[src/rtl/regfile_wb_scheduler.sv]
// Register-file write-port scheduler: arbitrates ALU vs long-latency writeback and
// tracks outstanding long-latency destinations to stall decode on RAW/WAW hazards.
module regfile_wb_scheduler #(
    parameter int unsigned MAX_OUTSTANDING = 4,
    parameter int unsigned STARVE_LIMIT    = 3
) (
    input  logic                                   clk_i,
    input  logic                                   rst_n_i,
    input  logic                                   issue_valid_i,
    input  logic [2:0]                             issue_type_i,
    input  logic [4:0]                             issue_rs1_i,
    input  logic [4:0]                             issue_rs2_i,
    input  logic [4:0]                             issue_rd_i,
    input  logic                                   issue_long_i,
    output logic                                   stall_o,
    input  logic                                   alu_wb_valid_i,
    input  logic [4:0]                             alu_wb_rd_i,
    input  logic [31:0]                            alu_wb_data_i,
    input  logic                                   lu_wb_valid_i,
    output logic                                   lu_wb_ready_o,
    input  logic [4:0]                             lu_wb_rd_i,
    input  logic [31:0]                            lu_wb_data_i,
    output logic                                   rf_we_o,
    output logic [4:0]                             rf_waddr_o,
    output logic [31:0]                            rf_wdata_o,
    output logic [$clog2(MAX_OUTSTANDING+1)-1:0]   outstanding_o,
    output logic                                   err_o
);

    localparam int unsigned OUT_W = $clog2(MAX_OUTSTANDING + 1);
    localparam int unsigned STV_W = $clog2(STARVE_LIMIT + 1);

    // Instruction type encodings, matching the decode stage's define.v
    localparam logic [2:0] TYPE_R = 3'd0;
    localparam logic [2:0] TYPE_I = 3'd1;
    localparam logic [2:0] TYPE_S = 3'd2;
    localparam logic [2:0] TYPE_B = 3'd3;
    localparam logic [2:0] TYPE_U = 3'd4;
    localparam logic [2:0] TYPE_J = 3'd5;

    logic [31:0]      pending_q, pending_d;
    logic [OUT_W-1:0] outstanding_q, outstanding_d;
    logic [STV_W-1:0] starve_q, starve_d;
    logic             err_q, err_d;

    logic src1_vld, src2_vld, rd_wr;
    logic hazard, capacity, force_lu, stall_raw;
    logic accept, alu_go, lu_go, sb_set, cnt_dec;

    // Operand usage per instruction format
    always_comb begin
        src1_vld = 1'b0;
        src2_vld = 1'b0;
        rd_wr    = 1'b0;
        case (issue_type_i)
            TYPE_R:         begin src1_vld = 1'b1; src2_vld = 1'b1; rd_wr = 1'b1; end
            TYPE_I:         begin src1_vld = 1'b1; rd_wr = 1'b1; end
            TYPE_S, TYPE_B: begin src1_vld = 1'b1; src2_vld = 1'b1; end
            TYPE_U, TYPE_J: rd_wr = 1'b1;
            default:        ;
        endcase
        rd_wr = rd_wr & (issue_rd_i != 5'd0);
    end

    assign force_lu  = lu_wb_valid_i & (starve_q == STV_W'(STARVE_LIMIT));
    assign hazard    = (src1_vld & pending_q[issue_rs1_i])
                     | (src2_vld & pending_q[issue_rs2_i])
                     | (rd_wr    & pending_q[issue_rd_i]);
    assign capacity  = issue_long_i & rd_wr & (outstanding_q == OUT_W'(MAX_OUTSTANDING));
    assign stall_raw = issue_valid_i & (hazard | capacity | force_lu);
    assign accept    = rst_n_i & issue_valid_i & ~stall_raw;
    assign alu_go    = alu_wb_valid_i & ~issue_long_i & accept;
    assign lu_go     = rst_n_i & lu_wb_valid_i & ~alu_go;
    assign sb_set    = accept & issue_long_i & rd_wr;
    assign cnt_dec   = lu_go & (outstanding_q != '0);

    assign stall_o       = ~rst_n_i | stall_raw;
    assign lu_wb_ready_o = lu_go;
    assign outstanding_o = outstanding_q;
    assign err_o         = err_q;

    // Write port carries whichever source won arbitration
    always_comb begin
        rf_we_o    = 1'b0;
        rf_waddr_o = 5'd0;
        rf_wdata_o = 32'd0;
        if (alu_go) begin
            rf_we_o    = (alu_wb_rd_i != 5'd0);
            rf_waddr_o = alu_wb_rd_i;
            rf_wdata_o = alu_wb_data_i;
        end else if (lu_go) begin
            rf_we_o    = (lu_wb_rd_i != 5'd0);
            rf_waddr_o = lu_wb_rd_i;
            rf_wdata_o = lu_wb_data_i;
        end
    end

    always_comb begin
        pending_d     = pending_q;
        outstanding_d = outstanding_q;
        starve_d      = starve_q;
        err_d         = err_q;

        if (lu_go) begin
            pending_d[lu_wb_rd_i] = 1'b0;
            if (!pending_q[lu_wb_rd_i]) err_d = 1'b1;
        end
        if (sb_set) pending_d[issue_rd_i] = 1'b1;
        pending_d[0] = 1'b0;

        case ({sb_set, cnt_dec})
            2'b10:   outstanding_d = outstanding_q + OUT_W'(1);
            2'b01:   outstanding_d = outstanding_q - OUT_W'(1);
            default: ;
        endcase

        // Saturating count of consecutive lost arbitrations
        if (lu_wb_valid_i && alu_go && (starve_q != STV_W'(STARVE_LIMIT)))
            starve_d = starve_q + STV_W'(1);
        if (lu_go || !lu_wb_valid_i)
            starve_d = '0;
    end

    always_ff @(posedge clk_i or negedge rst_n_i) begin
        if (!rst_n_i) begin
            pending_q     <= '0;
            outstanding_q <= '0;
            starve_q      <= '0;
            err_q         <= 1'b0;
        end else begin
            pending_q     <= pending_d;
            outstanding_q <= outstanding_d;
            starve_q      <= starve_d;
            err_q         <= err_d;
        end
    end

endmodule

[config.mk]
export PLATFORM = sky130hd
export DESIGN_NAME = regfile_wb_scheduler
export DESIGN_NICKNAME = d
export VERILOG_FILES = /design/src/rtl/regfile_wb_scheduler.sv
export SDC_FILE = /design/constraint.sdc
export NUM_CORES = 1
export LEC_CHECK = 0
export ABC_AREA = 0
export BUFFER_PORTS_ARGS = -buffer_cell sky130_fd_sc_hd__buf_2
export CORE_MARGIN = 3
export CORE_UTILIZATION = 49
export DETAILED_ROUTE_END_ITERATION = 8
export GPL_ROUTABILITY_DRIVEN = 0
export PLACE_DENSITY = 0.88
export SKIP_CTS_REPAIR_TIMING = 1
export SKIP_LAST_GASP = 1
export SYNTH_ARGS = -nofsm -noshare
export SYNTH_HDL_FRONTEND = slang
export SYNTH_SLANG_ARGS = --single-unit
[constraint.sdc]
create_clock -name clk_i -period 4 [get_ports clk_i]
set_input_delay 0.2 -clock clk_i [delete_from_list [all_inputs] [get_ports clk_i]]
set_output_delay 0.2 -clock clk_i [all_outputs]
set_load 0.05 [all_outputs]
==> metrics.yaml, run 1 <==
cts:
  clk_pin_slew_worst_paths_ns: 0.07
  cts_tree: "built"
  insertion_delay_ns: 0.29
  clockBufferDepth: 2
  cts_htree_levels: 2
  clock_sinks: 37
  cts_made_buffers: 5
  cts_root_buf: "clkbuf_8"
power:
  swShare_pct: 41.8
  pwr-share-comb_pct: 40.4
  vdd_drop_max_mv: 0.346
  p_switching_mw: 0.500
  leakagePower_nw: 1.88
  p_clk_share_pct: 20.5
  cellPowerDensity_nw_per_um2: 284
  p_int_mw: 0.696
  seqPwrFrac_pct: 39.1
critical_path:
  critPathMaxStageDelay_ns: 0.51
  cp_common_cell: "o21ai_0"
  crit_arrival_ns: 3.57
  critPathTopFamily: "compound AO/OA/AOI/OAI gates"
  slowest_stage: "a2111o_1"
  reg2regPathDepth: 13
  cp_num_buf_inv: 2
  startpoint_type: "flop"
  cp.depth: 9
  endpoint_kind: "output port"
  critPathRequiredTime_ns: 3.80
  worstPathCellList: "mux4_2, nor2b_1, a311o_1, a2111o_1, a2111oi_4, buf_12, o21ai_0, o21ai_0, buf_2"
  path_class: "reg2out"
  crit_fanout: 92
worst_hold_path:
  worstHoldPathCells: 3
  hp-class: "in2reg"
sta:
  finalCritPeriodShare_pct: 94.3
  finalHoldViolCount: 0
  fin_skew_ns: 0.00453
  maxSlewViolCount: 0
  relSlewSlack_pct: 49.7
  fin_ws_ns: 0.229
  rsz0062_at_grt: "no"
  min_period_ns: 3.77
  fmax_ghz: 0.265
  tightest_slew_ns: 0.755
  finalSetupTns_ns: 0
  setup_viol: 0
finish:
  area.growth.synth_to_final_pct: 23.7
  fillerInstances: 574
  seqCellArea_um2: 926
  multi_input_area_um2: 2290
  final_util_pct: 64.4
  drive_gt1_share_pct: 35.3
  nNetsFinal: 631
  design_area_um2: 4210
  n_antenna_cell: 0
synth:
  yosys-top-cells-count: "89 x nand2_1, 74 x o21ai_0, 37 x dfrtp_1"
  synth_edf_count: 0
  ys_ff_latch: 37
  synth_area_um2: 3400
  synth_top_flop_cell: "dfrtp_1"
  yosysTopAreaCell: "dfrtp_1"
  async_flop_share_pct: 100
  synth-seq-area-share_pct: 27.2
  ys_warn_count: 0
  ys_types: 51
  syn-instance-count: 409
  syn_nets: 510
  synth_top_cell_area_share_pct: 27.2
  synth_most_common_cell: "nand2_1"
  syn_area_per_cell_um2: 8.31
  synthTopCellsByArea: "dfrtp_1 27%, mux4_2 15%, o21ai_0 11%, nand2_1 9.8%, o31ai_1 7.1%"
drt:
  postRouteAntennaNets: 0
  vias: 3932
  viasPerCell: 6.49
  remaining_drc_errors: 0
  routedWlPerCell_um: 19.1
  drt_pass1_iterations: 6
  wirelength_um: 11600
  dr.first_iter.drc_count: 506
placement:
  place.port_buffers: 141
  pre_cts_ws_ns: 0.308
  placed_area_um2: 4120
  place_hpwl_um: 8780
floorplanning:
  dieArea_um2: 7980
  die_w_um: 89.3
  io_pins: 142
  start_util_pct: 52.1
  core_um2: 6530
  die_height_um: 89.3
  num_rows: 29
global_route:
  grt_first_pass_wirelength_um: 17600
  antenna_found_initial: 1
  grt_max_degree: 93
  grt_usage_pct: 28.6
  gr-total-overflow: 0
  grt_pass1_vias: 3547
job:
  max_cap_viol_count: 0
run_status:
  outcome: "finished, final reports clean"
## metal layers
layer | GRT usage [%] | routed length [um] | part of all wire (%)
met5 | 0 | 13 | 0.11
met4 | 7.04 | 209 | 1.8
met3 | 8.39 | 1520 | 13
met2 | 45.7 | 5640 | 49
met1 | 38.6 | 4180 | 36
## power by group through the flow
stage / clock [mW] / combinational (mW) / sequential [mW]
floorplan: 0 / 0.283 / 0.506
global placement: 0 / 0.463 / 0.468
detailed placement: 0 / 0.477 / 0.469
CTS: 0.247 / 0.479 / 0.463
global route: 0.265 / 0.513 / 0.471
finish: 0.245 / 0.483 / 0.468
## metrics by stage
stage / total power, mW / cells / hold slack, ns
CTS: 1.19 / 605 / -0.127
floorplan: 0.789 / 409 / -0.0956
global placement: 0.931 / 599 / 0.176
detailed placement: 0.946 / 599 / 0.190
finish: 1.20 / 606 / 0.248
global route: 1.25 / 606 / 0.280
## cell families after synthesis
kind of cell	Yosys count	synth area share (%)
simple gates	138	18.1
compound gates	136	25.4
buf+inv	47	5.41
mux	44	21.5
flops	37	27.2
xor+xnor	4	1.03
fa+ha+maj	3	1.32
## path summary, 6_finish.rpt
path	slack, ns	from	endpoint
max	0.23	pending_q[19]	rf_we_o
min	0.25	lu_wb_valid_i	starve_q[1]
max reg2reg	0.38	pending_q[19]	outstanding_o[2]
min reg2reg	0.45	err_o	err_o
max in group asynchronous	2.95	rst_n_i	pending_q[8]
min in group asynchronous	0.40	rst_n_i	outstanding_o[0]
## flip-flops by register name, indices dropped and copies added (netlist names)
register,cells
err_o,1
outstanding_o,3
starve_q,2
pending_q,31
## worst min-delay path: stages
cell     delay [ns]
buf_2          0.14
o21ai_1        0.11
nor2_1         0.06
## layout make-up
class | instances | share of cell area (%)
multi-input combinational | 325 | 54.5
inverter | 14 | 1.25
sequential | 37 | 22.0
tap | 77 | 2.29
clock inverter | 1 | 0.119
clock buffer | 5 | 1.64
timing repair buffer | 147 | 18.2
## cells in the final DEF, fill, tap and decap left out, types with 2 or more instances in the layout
master / netlist / routed
xnor2_1: 2 / 2
inv_1: 14 / 14
mux2i_1: 10 / 10
nand3_1: 10 / 10
buf_2: 3 / 141
o41ai_1: 2 / 2
a221o_1: 2 / 2
a31oi_1: 2 / 2
mux2_2: 11 / 11
buf_4: 1 / 4
a21oi_1: 2 / 2
nor2_1: 11 / 11
nor3_1: 2 / 2
nor2b_1: 6 / 6
nand2b_1: 2 / 2
o31ai_1: 32 / 32
o22ai_1: 3 / 3
ha_1: 2 / 2
o21ai_0: 74 / 74
nand3b_1: 4 / 4
a22oi_1: 2 / 2
mux4_2: 22 / 22
or3_1: 4 / 4
nand2_1: 89 / 89
dfrtp_1: 37 / 37
a211oi_1: 4 / 4
clkbuf_8: 0 / 5
a32oi_1: 2 / 2
nand4b_1: 2 / 2
nor4_1: 2 / 2
xor2_1: 2 / 2
Power figures use the tool's default switching activity.
==> run 2, diff against run 1 <==
- BUFFER_PORTS_ARGS: -buffer_cell sky130_fd_sc_hd__buf_2 -> -buffer_cell sky130_fd_sc_hd__buf_4
- PLACE_DENSITY: 0.88 -> 0.77
==> metrics.yaml, run 2 (same netlist as run 1, synthesis figures left out) <==
power:
  p_int_mw: 0.832  # +20%
  seqPwrFrac_pct: 34.5  # -4.6 points
  cellPowerDensity_nw_per_um2: 293  # +3.0%
  p_switching_mw: 0.511  # +2.1%
  swShare_pct: 38.0  # -3.8 points
  p_clk_share_pct: 25.5  # +5.0 points
  leakagePower_nw: 1.98  # +5.5%
  vdd_drop_max_mv: 0.272  # -21%
  pwr-share-comb_pct: 40.0  # -0.4 points
placement:
  place.port_buffers: 141  # unchanged
  place_hpwl_um: 9460  # +7.7%
  pre_cts_ws_ns: 0.466  # +0.159 ns
  placed_area_um2: 4460  # +8.2%
worst_hold_path:
  min-delay-start: "lu_wb_valid_i"
  hp-class: "in2reg"
  hold_end: "starve_q[0]"
  worstHoldPathCells: 3  # unchanged
finish:
  final_common_cell: "buf_4"
  seqCellArea_um2: 926  # unchanged
  area.growth.synth_to_final_pct: 34.8
  top_register: "pending_q"
  nNetsFinal: 629  # -0.32%
  n_antenna_cell: 0  # unchanged
  final_util_pct: 70.2  # +5.8 points
  multi_input_area_um2: 2290  # unchanged
  largest_register_ff_count: 31  # unchanged
  design_area_um2: 4590  # +9.0%
  drive_gt1_share_pct: 35.2  # -0.19 points
  final_cell_mix: "143 x buf_4, 89 x nand2_1, 74 x o21ai_0, 37 x dfrtp_1, 32 x o31ai_1"
  fillerInstances: 532  # -7.3%
critical_path:
  rrSetupSlack_ns: 0.50  # +0.12 ns
  startpoint_type: "flop"
  crit_fanout: 108  # +17%
  endpoint_kind: "output port"
  cp.depth: 10  # +1
  cp_common_cell: "o21ai_0"
  path_class: "reg2out"
  critPathRequiredTime_ns: 3.80  # about the same
  r2r_start: "pending_q[5]"
  critPathTopFamily: "compound AO/OA/AOI/OAI gates"
  crit_arrival_ns: 3.52  # -0.05 ns
  critPathMaxStageDelay_ns: 0.45  # -0.06 ns
  timing.rr.end: "outstanding_o[2]"
  cp_num_buf_inv: 2  # unchanged
  slowest_stage: "a2111o_1"
  worstPathCellList: "mux2_1, a221o_1, a31oi_1, a221oi_1, a2111o_1, a2111oi_4, buf_12, o21ai_0, o21ai_0, buf_4"
  reg2regPathDepth: 14  # +1
cts:
  clk_pin_slew_worst_paths_ns: 0.08  # about the same
  clock_sinks: 37  # unchanged
  clockBufferDepth: 2  # unchanged
  cts_made_buffers: 5  # unchanged
  cts_root_buf: "clkbuf_8"
  cts_htree_levels: 2  # unchanged
  cts_tree: "built"
  insertion_delay_ns: 0.30  # about the same
global_route:
  grt_pass1_vias: 3772  # +6.3%
  grt_max_degree: 109  # +17%
  grt_usage_pct: 31.7  # +3.1 points
  antenna_found_initial: 0  # -1
  grt_first_pass_wirelength_um: 19200  # +9.1%
  gr-total-overflow: 0  # unchanged
run_status:
  outcome: "finished, final reports clean"
floorplanning:
  io_pins: 142  # unchanged
  num_rows: 29  # unchanged
  core_um2: 6530  # unchanged
  die_height_um: 89.3  # unchanged
  dieArea_um2: 7980  # unchanged
  die_w_um: 89.3  # unchanged
  start_util_pct: 52.1  # unchanged
drt:
  wirelength_um: 12700  # +9.5%
  routedWlPerCell_um: 20.9  # +9.5%
  vias: 3859  # -1.9%
  drt_pass1_iterations: 5  # -1
  postRouteAntennaNets: 0  # unchanged
  remaining_drc_errors: 0  # unchanged
  viasPerCell: 6.37  # -1.9%
  dr.first_iter.drc_count: 444  # -12%
sta:
  relSlewSlack_pct: 56.7  # +7.0 points
  rsz0062_at_grt: "no"
  finalSetupTns_ns: 0  # unchanged
  hold_ws_ns: 0.229  # -0.0198 ns
  fin_skew_ns: 0.00820  # +0.00368 ns
  finalCritPeriodShare_pct: 93.0  # -1.3 points
  finalHoldViolCount: 0  # unchanged
  min_period_ns: 3.72  # -0.0509 ns
  maxSlewViolCount: 0  # unchanged
  tightest_slew_ns: 0.644  # -0.111 ns
  fin_ws_ns: 0.280  # +0.0509 ns
  fmax_ghz: 0.269  # +1.4%
  setup_viol: 0  # unchanged
job:
  max_cap_viol_count: 0  # unchanged
[run 2: cell count changes in the layout (fill, tap and decap cells not counted)]
cell       previous run  this run
clkbuf_1              0         1
clkinv_2              1         0
buf_2               141         0
bufinv_16             0         1
clkbuf_8              5         6
buf_4                 4       143
[run 2: worst max path at each step]
stage / startpoint / endpoint
final: pending_q[5] / rf_we_o
after global routing: pending_q[5] / rf_wdata_o[30]
after CTS: pending_q[5] / rf_we_o
after detailed placement: issue_rs1_i[0] / outstanding_o[2]
after global placement: issue_rd_i[0] / outstanding_o[2]
after floorplan: issue_rd_i[3] / outstanding_o[2]
[run 2: layout make-up]
cell class	count	area share, %
Clock inverter	1	0.655
Timing Repair Buffer	145	24.1
Tap cell	77	2.10
Multi-Input combinational cell	325	50.0
Inverter	14	1.15
Sequential cell	37	20.2
Clock buffer	7	1.88
[run 2: through the flow]
stage	total power, mW	std cells
final	1.34	606
after CTS	1.34	605
after global placement	0.989	597
after global routing	1.41	606
after floorplan	0.789	409
after detailed placement	1.00	597
[run 2: worst register-to-register path, stage by stage, from the launching register on]
cell	delay (ns)
dfrtp_1	0.42
mux2_1	0.31
a221o_1	0.36
a31oi_1	0.20
a221oi_1	0.14
a2111o_1	0.45
a2111oi_4	0.43
nor2_1	0.13
o31a_1	0.12
ha_1	0.20
inv_1	0.08
fa_1	0.18
xor2_1	0.16
nor2_1	0.07
xor2_1	0.14
[run 2: layer usage]
| metal | track usage [%] | part of all wire, % | vias up |
|---|---|---|---|
| li1 | - | - | 1762 |
| met1 | 41.3 | 38 | 1779 |
| met2 | 51.6 | 48 | 293 |
| met3 | 8.02 | 12 | 25 |
| met4 | 10.6 | 2.1 | 0 |
| met5 | 0 | 0 | - |
[run 2: power by group through the flow]
stage | logic [mW] | registers, mW | clock network (mW)
final | 0.538 | 0.463 | 0.343
after global routing | 0.579 | 0.466 | 0.361
after CTS | 0.537 | 0.460 | 0.346
after detailed placement | 0.536 | 0.466 | 0
after global placement | 0.524 | 0.465 | 0
after floorplan | 0.283 | 0.506 | 0
==> run 3, diff against run 2 <==
- CELL_PAD_IN_SITES_DETAIL_PLACEMENT: default -> 1
- CELL_PAD_IN_SITES_GLOBAL_PLACEMENT: default -> 2
- CORE_UTILIZATION: 49 -> 27
==> metrics.yaml, run 3 (same netlist as run 1, synthesis figures left out) <==
cts:
  insertion_delay_ns: 0.28  # -0.02 ns
  clock_sinks: 37  # unchanged
  cts_root_buf: "clkbuf_16"
  cts_htree_levels: 2  # unchanged
  clk_pin_slew_worst_paths_ns: 0.06  # -0.02 ns
  cts_made_buffers: 5  # unchanged
  clockBufferDepth: 2  # unchanged
  cts_tree: "built"
finish:
  top_register: "pending_q"
  fillerInstances: 1485  # +180%
  final_common_cell: "buf_4"
  largest_register_ff_count: 31  # unchanged
  final_cells: 698  # +15%
  n_antenna_cell: 0  # unchanged
  design_area_um2: 4750  # +3.7%
  final_cell_mix: "144 x buf_4, 89 x nand2_1, 74 x o21ai_0, 37 x dfrtp_1, 32 x o31ai_1"
  drive_gt1_share_pct: 35.5  # +0.31 points
  area.growth.synth_to_final_pct: 39.8
  nNetsFinal: 630  # +0.16%
critical_path:
  critPathRequiredTime_ns: 3.80  # about the same
  r2r_start: "pending_q[19]"
  endpoint_kind: "output port"
  rrSetupSlack_ns: 0.50  # about the same
  path_class: "reg2out"
  crit_arrival_ns: 3.54  # +0.02 ns
  startpoint: "pending_q[19]"
  reg2regPathDepth: 13  # -1
  crit_fanout: 65  # -40%
  timing.rr.end: "outstanding_o[2]"
  startpoint_type: "flop"
  cp-endpoint: "rf_we_o"
power:
  cellPowerDensity_nw_per_um2: 309  # +5.4%
  p_switching_mw: 0.544  # +6.4%
  vdd_drop_max_mv: 0.173  # -36%
  pwr-share-comb_pct: 36.5  # -3.5 points
  power.total_mw: 1.47  # +9.3%
  p_clk_share_pct: 31.4  # +5.9 points
  swShare_pct: 37.0  # -0.99 points
  leakagePower_nw: 2.01  # +1.3%
  seqPwrFrac_pct: 32.1  # -2.4 points
  p_int_mw: 0.924  # +11%
sta:
  min_period_ns: 3.74  # +0.0251 ns
  fmax_ghz: 0.267  # -0.67%
  setup_viol: 0  # unchanged
  maxSlewViolCount: 0  # unchanged
  finalHoldViolCount: 0  # unchanged
  tightest_slew_ns: 0.842  # +0.198 ns
  fin_ws_ns: 0.255  # -0.0251 ns
  finalSetupTns_ns: 0  # unchanged
  fin_skew_ns: 0.00686  # -0.00134 ns
  finalCritPeriodShare_pct: 93.6  # +0.63 points
  rsz0062_at_grt: "no"
  relSlewSlack_pct: 43.9  # -13 points
global_route:
  grt_usage_pct: 20.1  # -12 points
  antenna_found_initial: 0  # unchanged
  gr-total-overflow: 0  # unchanged
  grt_max_degree: 66  # -39%
  grt_first_pass_wirelength_um: 22600  # +18%
  grt_pass1_vias: 4101  # +8.7%
placement:
  pre_cts_ws_ns: 0.380  # -0.0860 ns
  place.port_buffers: 141  # unchanged
  place_hpwl_um: 10800  # +15%
  placed_area_um2: 4570  # +2.4%
  dp.cells: 689  # +15%
drt:
  wirelength_um: 14300  # +13%
  drt_pass1_iterations: 4  # -1
  postRouteAntennaNets: 0  # unchanged
  viasPerCell: 5.49  # -14%
  vias: 3831  # -0.73%
  dr.first_iter.drc_count: 171  # -61%
  remaining_drc_errors: 0  # unchanged
  routedWlPerCell_um: 20.5  # -1.8%
floorplanning:
  die_height_um: 118  # +32%
  io_pins: 142  # unchanged
  dieArea_um2: 14000  # +75%
  core_um2: 12200  # +86%
  start_util_pct: 28.0  # -24 points
  num_rows: 40  # +38%
  die_w_um: 118  # +32%
run_status:
  outcome: "finished, final reports clean"
job:
  max_cap_viol_count: 0  # unchanged
worst_hold_path:
  hp-class: "in2reg"
[run 3: cell count changes in the layout (fill, tap and decap cells not counted)]
cell | before | now
buf_6 | 0 | 1
clkinvlp_4 | 0 | 1
clkinv_4 | 0 | 1
buf_4 | 143 | 144
clkbuf_1 | 1 | 0
clkbuf_16 | 0 | 5
clkbuf_8 | 6 | 0
buf_12 | 1 | 0
[run 3: layer usage]
| metal | vias to the layer above | part of all wire (%) | GRT usage, % |
|---|---|---|---|
| met5 | - | 0 | 0 |
| met3 | 24 | 9.9 | 6.70 |
| met1 | 1858 | 41 | 24.8 |
| met4 | 0 | 2.0 | 5.71 |
| li1 | 1770 | - | - |
| met2 | 179 | 47 | 33.5 |
[run 3: how the worst min path moves through the flow]
| stage | cells after the start | startpoint | endpoint | slack, ns |
|---|---|---|---|---|
| after floorplan | 0 | rst_n_i | err_o | -0.1 |
| after global placement | 1 | rst_n_i | outstanding_o[0] | 0.21 |
| after detailed placement | 1 | rst_n_i | starve_q[0] | 0.22 |
| after CTS | 1 | rst_n_i | outstanding_o[0] | -0.08 |
| after global routing | 3 | lu_wb_valid_i | starve_q[0] | 0.27 |
| final | 3 | lu_wb_valid_i | starve_q[0] | 0.25 |
[run 3: final cells by class]
| type | count | area [um2] | area share [%] |
|---|---|---|---|
| clock buffer | 5 | 125 | 2.63 |
| multi-input combinational | 325 | 2290 | 48.2 |
| tap | 168 | 210 | 4.42 |
| inverter | 14 | 52.6 | 1.11 |
| sequential | 37 | 926 | 19.5 |
| clock inverter | 3 | 46.3 | 0.974 |
| timing repair buffer | 146 | 1100 | 23.2 |
[run 3: power groups by stage]
stage / registers [mW] / clock network (mW) / logic, mW
final: 0.472 / 0.461 / 0.535
after global routing: 0.478 / 0.484 / 0.581
after CTS: 0.471 / 0.466 / 0.539
after detailed placement: 0.477 / 0 / 0.537
after global placement: 0.475 / 0 / 0.527
after floorplan: 0.506 / 0 / 0.283
[run 3: worst max-delay path, stage by stage (launching register included)]
cell and delay (ns):
dfrtp_1 0.43, mux4_2 0.49, nor2b_1 0.15, a311o_1 0.32
a2111o_1 0.50, a2111oi_4 0.41, buf_6 0.41, o21ai_0 0.19
o21ai_0 0.12, buf_4 0.23
[run 3: through the flow]
stage	hold WS (ns)	utilization, %
5_1_grt	0.268	39.1
2_1_floorplan	-0.0956	-
6_report	0.250	39.1
4_1_cts	-0.0784	39.0
3_5_place_dp	0.222	37.6
3_3_place_gp	0.211	37.6
